$ cat config.mk
export PLATFORM = sky130hd
export DESIGN_NAME = traffic_fsm
export DESIGN_NICKNAME = d
export VERILOG_FILES = /design/src/rtl/traffic_pkg.sv /design/src/rtl/traffic_fsm_interval_timer.sv /design/src/rtl/traffic_fsm.sv
export SDC_FILE = /design/constraint.sdc
export NUM_CORES = 1
export LEC_CHECK = 0
export CORE_AREA = 2 2 39 41
export DETAILED_ROUTE_END_ITERATION = 12
export DIE_AREA = 0 0 41 43
export HOLD_SLACK_MARGIN = 0.15
export SLEW_MARGIN = 20
export SYNTH_ARGS = -nofsm -noshare
export SYNTH_HDL_FRONTEND = slang
export SYNTH_SLANG_ARGS = --single-unit
$ cat constraint.sdc
create_clock -name clk -period 1.7 [get_ports clk]
set_input_delay 0.17 -clock clk [delete_from_list [all_inputs] [get_ports clk]]
set_output_delay 0.17 -clock clk [all_outputs]
set_load 0.02 [all_outputs]
$ cat src/rtl/traffic_pkg.sv
// Shared types and constants for the main/side traffic light controller:
// state encoding, one-hot lamp patterns {red, yellow, green} and default intervals.
package traffic_pkg;

  typedef enum logic [2:0] {
    MAIN_GRN = 3'd0,
    MAIN_YEL = 3'd1,
    WALK     = 3'd2,
    SIDE_GRN = 3'd3,
    SIDE_EXT = 3'd4,
    SIDE_YEL = 3'd5
  } state_e;

  localparam logic [2:0] LT_RED = 3'b100;
  localparam logic [2:0] LT_YEL = 3'b010;
  localparam logic [2:0] LT_GRN = 3'b001;

  localparam int TICKS_PER_SEC_DEF = 2;
  localparam int T_BASE_DEF        = 6;
  localparam int T_EXT_DEF         = 3;
  localparam int T_YEL_DEF         = 2;
  localparam int TW_DEF            = 4;

endpackage

$ cat src/rtl/traffic_fsm_interval_timer.sv
// Seconds prescaler plus TW-bit interval down-counter; expire marks the
// last cycle of the loaded interval (second tick with the counter at zero).
module interval_timer #(
  parameter int TICKS_PER_SEC = 2,
  parameter int TW            = 4,
  parameter int RESET_VAL     = 5
) (
  input  logic          clk,
  input  logic          reset_sync,
  input  logic          load,
  input  logic [TW-1:0] load_val,
  output logic          expire
);

  localparam int PW = (TICKS_PER_SEC > 1) ? $clog2(TICKS_PER_SEC) : 1;
  localparam logic [PW-1:0] PRE_MAX = PW'(TICKS_PER_SEC - 1);

  logic [PW-1:0] pre_q, pre_d;
  logic [TW-1:0] cnt_q, cnt_d;
  logic          sec_tick;

  assign sec_tick = (pre_q == PRE_MAX);
  assign expire   = sec_tick && (cnt_q == '0);

  // A load restarts the second boundary so every interval is exactly T*TICKS_PER_SEC cycles.
  always_comb begin
    pre_d = pre_q;
    cnt_d = cnt_q;
    if (load) begin
      cnt_d = load_val;
      pre_d = '0;
    end else if (sec_tick) begin
      pre_d = '0;
      cnt_d = cnt_q - 1'b1;
    end else begin
      pre_d = pre_q + 1'b1;
    end
  end

  always_ff @(posedge clk) begin
    if (reset_sync) begin
      pre_q <= '0;
      cnt_q <= TW'(RESET_VAL);
    end else begin
      pre_q <= pre_d;
      cnt_q <= cnt_d;
    end
  end

endmodule

$ cat src/rtl/traffic_fsm.sv
// Main/side traffic light controller with pedestrian walk phase.
// Define TRAFFIC_FSM_SENSOR_EXT_EN to enable the sensor-driven SIDE_EXT green extension.
module traffic_fsm
  import traffic_pkg::*;
#(
  parameter int TICKS_PER_SEC = TICKS_PER_SEC_DEF,
  parameter int T_BASE        = T_BASE_DEF,
  parameter int T_EXT         = T_EXT_DEF,
  parameter int T_YEL         = T_YEL_DEF,
  parameter int TW            = TW_DEF
) (
  input  logic       clk,
  input  logic       reset_sync,
  input  logic       wr,
  input  logic       sensor_sync,
  output logic [2:0] main_lt,
  output logic [2:0] side_lt,
  output logic       walk,
  output logic       wr_reset
);

  state_e        state_q, state_d;
  logic          wr_reset_q, wr_reset_d;
  logic          expire;
  logic [TW-1:0] load_val;

  interval_timer #(
    .TICKS_PER_SEC (TICKS_PER_SEC),
    .TW            (TW),
    .RESET_VAL     (T_BASE - 1)
  ) u_timer (
    .clk        (clk),
    .reset_sync (reset_sync),
    .load       (expire),
    .load_val   (load_val),
    .expire     (expire)
  );

  // Inputs only matter on the expiry cycle; every expiry reloads the timer,
  // including MAIN_GRN re-entering itself.
  always_comb begin
    state_d = state_q;
    if (expire) begin
      case (state_q)
        MAIN_GRN: state_d = (wr || sensor_sync) ? MAIN_YEL : MAIN_GRN;
        MAIN_YEL: state_d = wr ? WALK : SIDE_GRN;
        WALK:     state_d = SIDE_GRN;
`ifdef TRAFFIC_FSM_SENSOR_EXT_EN
        SIDE_GRN: state_d = sensor_sync ? SIDE_EXT : SIDE_YEL;
        SIDE_EXT: state_d = SIDE_YEL;
`else
        SIDE_GRN: state_d = SIDE_YEL;
`endif
        SIDE_YEL: state_d = MAIN_GRN;
        default:  state_d = MAIN_GRN;
      endcase
    end
  end

  always_comb begin
    load_val = TW'(T_YEL - 1);
    case (state_d)
      MAIN_GRN, SIDE_GRN: load_val = TW'(T_BASE - 1);
      WALK, SIDE_EXT:     load_val = TW'(T_EXT - 1);
      default:            load_val = TW'(T_YEL - 1);
    endcase
  end

  // WALK is never re-entered from itself, so entry is the only way to set this.
  assign wr_reset_d = expire && (state_d == WALK);

  always_ff @(posedge clk) begin
    if (reset_sync) begin
      state_q    <= MAIN_GRN;
      wr_reset_q <= 1'b0;
    end else begin
      state_q    <= state_d;
      wr_reset_q <= wr_reset_d;
    end
  end

  always_comb begin
    main_lt = LT_RED;
    side_lt = LT_RED;
    walk    = 1'b0;
    case (state_q)
      MAIN_GRN:           main_lt = LT_GRN;
      MAIN_YEL:           main_lt = LT_YEL;
      WALK:               walk    = 1'b1;
      SIDE_GRN, SIDE_EXT: side_lt = LT_GRN;
      SIDE_YEL:           side_lt = LT_YEL;
      default:            main_lt = LT_RED;
    endcase
  end

  assign wr_reset = wr_reset_q;

endmodule

Yosys cells after proc, flatten, opt, wreduce, memory -nomap -nowiden --
Index checks and enable logic that the tools add are counted.
Word-level totals: flip-flop bits (word level) 9, input port bits 4, output and inout port bits 8, word-level logic and storage cells 35
Cells by class: add/sub/neg operators 2, equality and inequality tests 8, muxes and demuxes 10, reduce and logical (&&, ||, !) cells 11
Operators by type and width (count):
- one-hot mux 3 bit (2 select lines) | 3
- equality test 3 x 2 -> 1 bit, second input constant | 4
- one-hot mux 3 bit (4 select lines) | 1
- equality test 3 bit, second input constant | 3
- 2-to-1 mux 4 bit | 2
- zero test 3 bit | 2
- OR reduction 2 bit | 3
- zero test 4 bit | 1
- subtractor 4 x 1 -> 4 bit, second input constant | 1
- equality test 3 x 1 -> 1 bit, second input constant | 1
- 2-to-1 mux 1 bit | 3
- 2-to-1 mux 3 bit | 1
- OR reduction 3 bit | 1
- logical AND 1 bit | 2
- nonzero test 2 bit | 1
- adder 1 bit, second input constant | 1
- logical OR 1 bit | 1

Depth between registers and ports, before layout --
word-level depth 8, mapped depth 6

Hierarchy --
A second synthesis with hierarchy kept.
Second synthesis, totals: cells, all modules 72, area total of the unflattened synthesis 598.1 um^2
By module, submodules not included:
- traffic_fsm | times used 1, cells an instance 44, area an instance 327.8 um^2, sequential area each 80.1 um^2
- interval_timer | times used 1, cells an instance 28, area an instance 270.3 um^2, sequential area each 100.1 um^2

Least setup slack after synthesis --
OpenSTA, ideal clock, no wires.
path type flip-flop to flip-flop, from reg state_q[0], to reg state_q[1], library setup time 0.070 ns, arrival 1.356 ns, required time 1.630 ns, slack 0.274 ns, stages on the path, launching flop included 5, path through dfxtp_1 -> clkbuf_1 -> nor3b_1 -> nand2_1 -> a21oi_1
Between the ends: longest elaborated chain between the ends 3, elaborated cells between the ends (all ways) 6, classes of those cells eq/ne: 3; mux: 2; reduce/logical: 1
RTL lines:
- from (decl) | RTL line traffic_fsm.sv:22 | state_e state_q, state_d;
- from (signal assigned) | RTL line traffic_fsm.sv:77 | state_q <= state_d;
- equality test 3 x 2 -> 1 bit, or another cell as far along | RTL line traffic_fsm.sv:44 | case (state_q)
- one-hot mux 3 bit (4 select lines) (*) | RTL line traffic_fsm.sv:44
- 2-to-1 mux 3 bit (*) | RTL line traffic_fsm.sv:43 | if (expire) begin
Mark *: on every way between the ends. The rest lies on a longest branch, timed or not. A chain may end at the register's enable or synchronous reset.

Final worst setup path --
from reg state_q[1], to out main_lt[2]
Between the ends: longest elaborated chain between the ends 2, elaborated cells between the ends (all ways) 3, classes of those cells eq/ne: 1; mux: 1; reduce/logical: 1
RTL lines:
- equality test 3 x 1 -> 1 bit or zero test 3 bit (tied branches) | RTL line traffic_fsm.sv:86 | case (state_q)
- one-hot mux 3 bit (2 select lines) (*) | RTL line traffic_fsm.sv:86
- to (decl) | RTL line traffic_fsm.sv:16 | output logic [2:0] main_lt,
Marked as above.

==> results.json <==
{
  "synth_area_leaders": "dfxtp_1, ha_1, nand4bb_1, a21oi_1, nand2_1",
  "synthAdderAreaFrac_pct": 4.866,
  "ctsResizeCount": 7,
  "finalWeightedCongestion": 0.6997,
  "synth-simple-area-share_pct": 32.36,
  "dr.pass1.iters": 3,
  "crit_required_ns": 1.53,
  "power_mw": 0.4332,
  "clk_latency_ns": 0.26,
  "status": "finished clean",
  "synth_ff_type": "dfxtp_1",
  "routed_wl_um": 1030,
  "synth_edf_count": 0,
  "antenna_found_initial": 0,
  "cts_tree": "built",
  "ir_drop_uv": 475.4,
  "leakage_nw": 0.2667,
  "start_util_pct": 37.16,
  "overflow": 0,
  "fin_skew_ns": 0.0005642,
  "die_w_um": 41,
  "critical_path.cell_chain": "or2_2 > clkdlybuf4s50_1",
  "max_slew_margin_pct": 71.37,
  "synth_mux_area_share_pct": 1.946,
  "cts_buffers": 3,
  "grt_pass1_wl_um": 1628,
  "synth_xor_area_share_pct": 0,
  "slowest_stage": "clkdlybuf4s50_1",
  "final_core_util_pct": 47.02,
  "rsz0062_at_grt": "no",
  "grt.total_usage_pct": 14.34,
  "yosysMostFrequentCell": "dfxtp_1",
  "fin_tns_setup_ns": 0,
  "via_per_inst": 5.182,
  "synth-seq-cells": 9,
  "ios": 12,
  "yosys-top-cells-count": "dfxtp_1, nand2_1, nor2_1",
  "hold_violations": 0,
  "drv_slew": 0,
  "syn-num-nets": 68,
  "io_buffers": 11,
  "maxCapViolCount": 0,
  "core.rowCount": 14,
  "ant_nets": 0,
  "grt_max_degree": 13,
  "path_clk_slew_ns": 0.06,
  "die_area_um2": 1763,
  "period_share_pct": 95.86,
  "place_hpwl_um": 753.7,
  "ys_async_sr_fraction_pct": 0,
  "setup_viol": 0,
  "cts_setup_buffers": 0,
  "h-tree-depth": 1,
  "fin_nets": 79,
  "n_fill_cell": 147,
  "clock_sinks": 9,
  "synth_top_family_by_area": "simple AND/OR/NAND/NOR gates",
  "core_region_area_um2": 1384,
  "hp-class": "flip-flop to flip-flop",
  "cpPeakStageDelay_ns": 0.53,
  "antenna_cells": 0,
  "avgSynthCellArea_um2": 8.294,
  "path_class": "flip-flop to output pin",
  "cts_hold_buf": 0,
  "crit_path_end_kind": "output pin",
  "yosys_warnings": 0,
  "drc": 0,
  "cp_max_fo": 12,
  "fmax_mhz": 613.6,
  "cts_root_buf": "clkbuf_4",
  "yosysSeqAreaShare_pct": 35.04,
  "area_growth_pct": 26.52,
  "synth.distinct_cells": 31,
  "drive_gt1_share_pct": 12.50,
  "synth.top_cell.area_share_pct": 35.04,
  "cp.arrival_ns": 1.46,
  "grt_pass1_vias": 399,
  "clockBufferDepth": 2,
  "start_kind": "flip-flop",
  "min_period_ns": 1.630,
  "drtIter0Drc": 7,
  "yosysTopAreaCell": "dfxtp_1",
  "tightestPinTransition_ns": 0.4237,
  "synth-compound-area-share_pct": 18.00,
  "syn_inst": 62,
  "wl_per_cell_um": 11.70,
  "power.density_nw_per_um2": 665.8,
  "die_h_um": 43,
  "synth_area_um2": 514.2,
  "num_vias": 456
}
-- registers in the layout (all words and copies together), names as in the netlist --
register / cells
wr_reset: 1
u_timer.pre_q: 1
state_q: 3
u_timer.cnt_q: 4
-- cell type report --
class | instances | area (µm²) | share of cell area, %
Multi-Input combinational cell | 44 | 294.0 | 45.19
Inverter | 3 | 11.26 | 1.731
Clock buffer | 4 | 26.28 | 4.038
Timing Repair Buffer | 12 | 115.1 | 17.69
Tap cell | 16 | 20.02 | 3.077
Sequential cell | 9 | 183.9 | 28.27
-- worst paths after layout --
kind / start / to / slack (ns) / cells after the start
worst min register to register: state_q[0]$_SDFF_PP0_ / state_q[0]$_SDFF_PP0_ / 0.53 / 2
worst max-delay path: state_q[1]$_SDFF_PP0_ / main_lt[2] / 0.07 / 2
worst max register to register: u_timer.cnt_q[0]$_SDFFE_PP1P_ / state_q[0]$_SDFF_PP0_ / 0.23 / 5
worst min-delay path: state_q[0]$_SDFF_PP0_ / state_q[0]$_SDFF_PP0_ / 0.53 / 2
-- where the power goes --
| group | internal [mW] | total (mW) | switching (mW) |
|---|---|---|---|
| Clock | 0.0906 | 0.167 | 0.0766 |
| Combinational | 0.0201 | 0.0394 | 0.0193 |
| Sequential | 0.218 | 0.227 | 0.00830 |
| Total | 0.329 | 0.433 | 0.104 |
-- stage by stage --
step | setup slack [ns] | cells | area (µm²) | hold slack [ns]
2_1_floorplan | 0.2742 | 62 | 514.2 | 0.3524
3_3_place_gp | 0.09333 | 84 | 623.1 | 0.5167
3_5_place_dp | 0.07209 | 84 | 623.1 | 0.5217
4_1_cts | 0.04014 | 88 | 648.1 | 0.5327
5_1_grt | 0.01117 | 88 | 650.6 | 0.5553
6_report | 0.07035 | 88 | 650.6 | 0.5308
-- cells in the final DEF, fill, tap and decap left out, types with 2 or more instances in the layout --
cell type,n
and2_1,2
or3_1,2
nor2_1,5
inv_1,3
dfxtp_2,3
ha_1,2
clkdlybuf4s50_1,6
clkbuf_4,3
nand4bb_1,2
nand2b_1,2
nand2_1,5
dfxtp_1,6
nor3_1,2
dlygate4sd2_1,4
o211ai_1,2
a21oi_1,4
-- critical path: cells and delay by family, from the launching register on --
| kind | cells | cell delay (ns) |
|---|---|---|
| flops | 1 | 0.37 |
| simple gates | 1 | 0.30 |
| buf+inv | 1 | 0.53 |
-- layer usage --
layer	part of all wire [%]	GRT usage [%]	vias to the layer above	wire, µm
met3	6.0	1.571	4	62
met4	2.9	14.00	0	30
met5	0	0	-	0
met2	46	20.94	13	469
met1	45	16.72	200	467
li1	-	-	239	-
-- kinds of logic after synthesis --
group,count (synthesis)
AO/OA/AOI/OAI,13
flip-flops,9
buffers and inverters,9
AND/OR/NAND/NOR,28
adder cells (fa/ha/maj),2
multiplexers,1
Note: power is estimated with default switching activity, not from simulation.
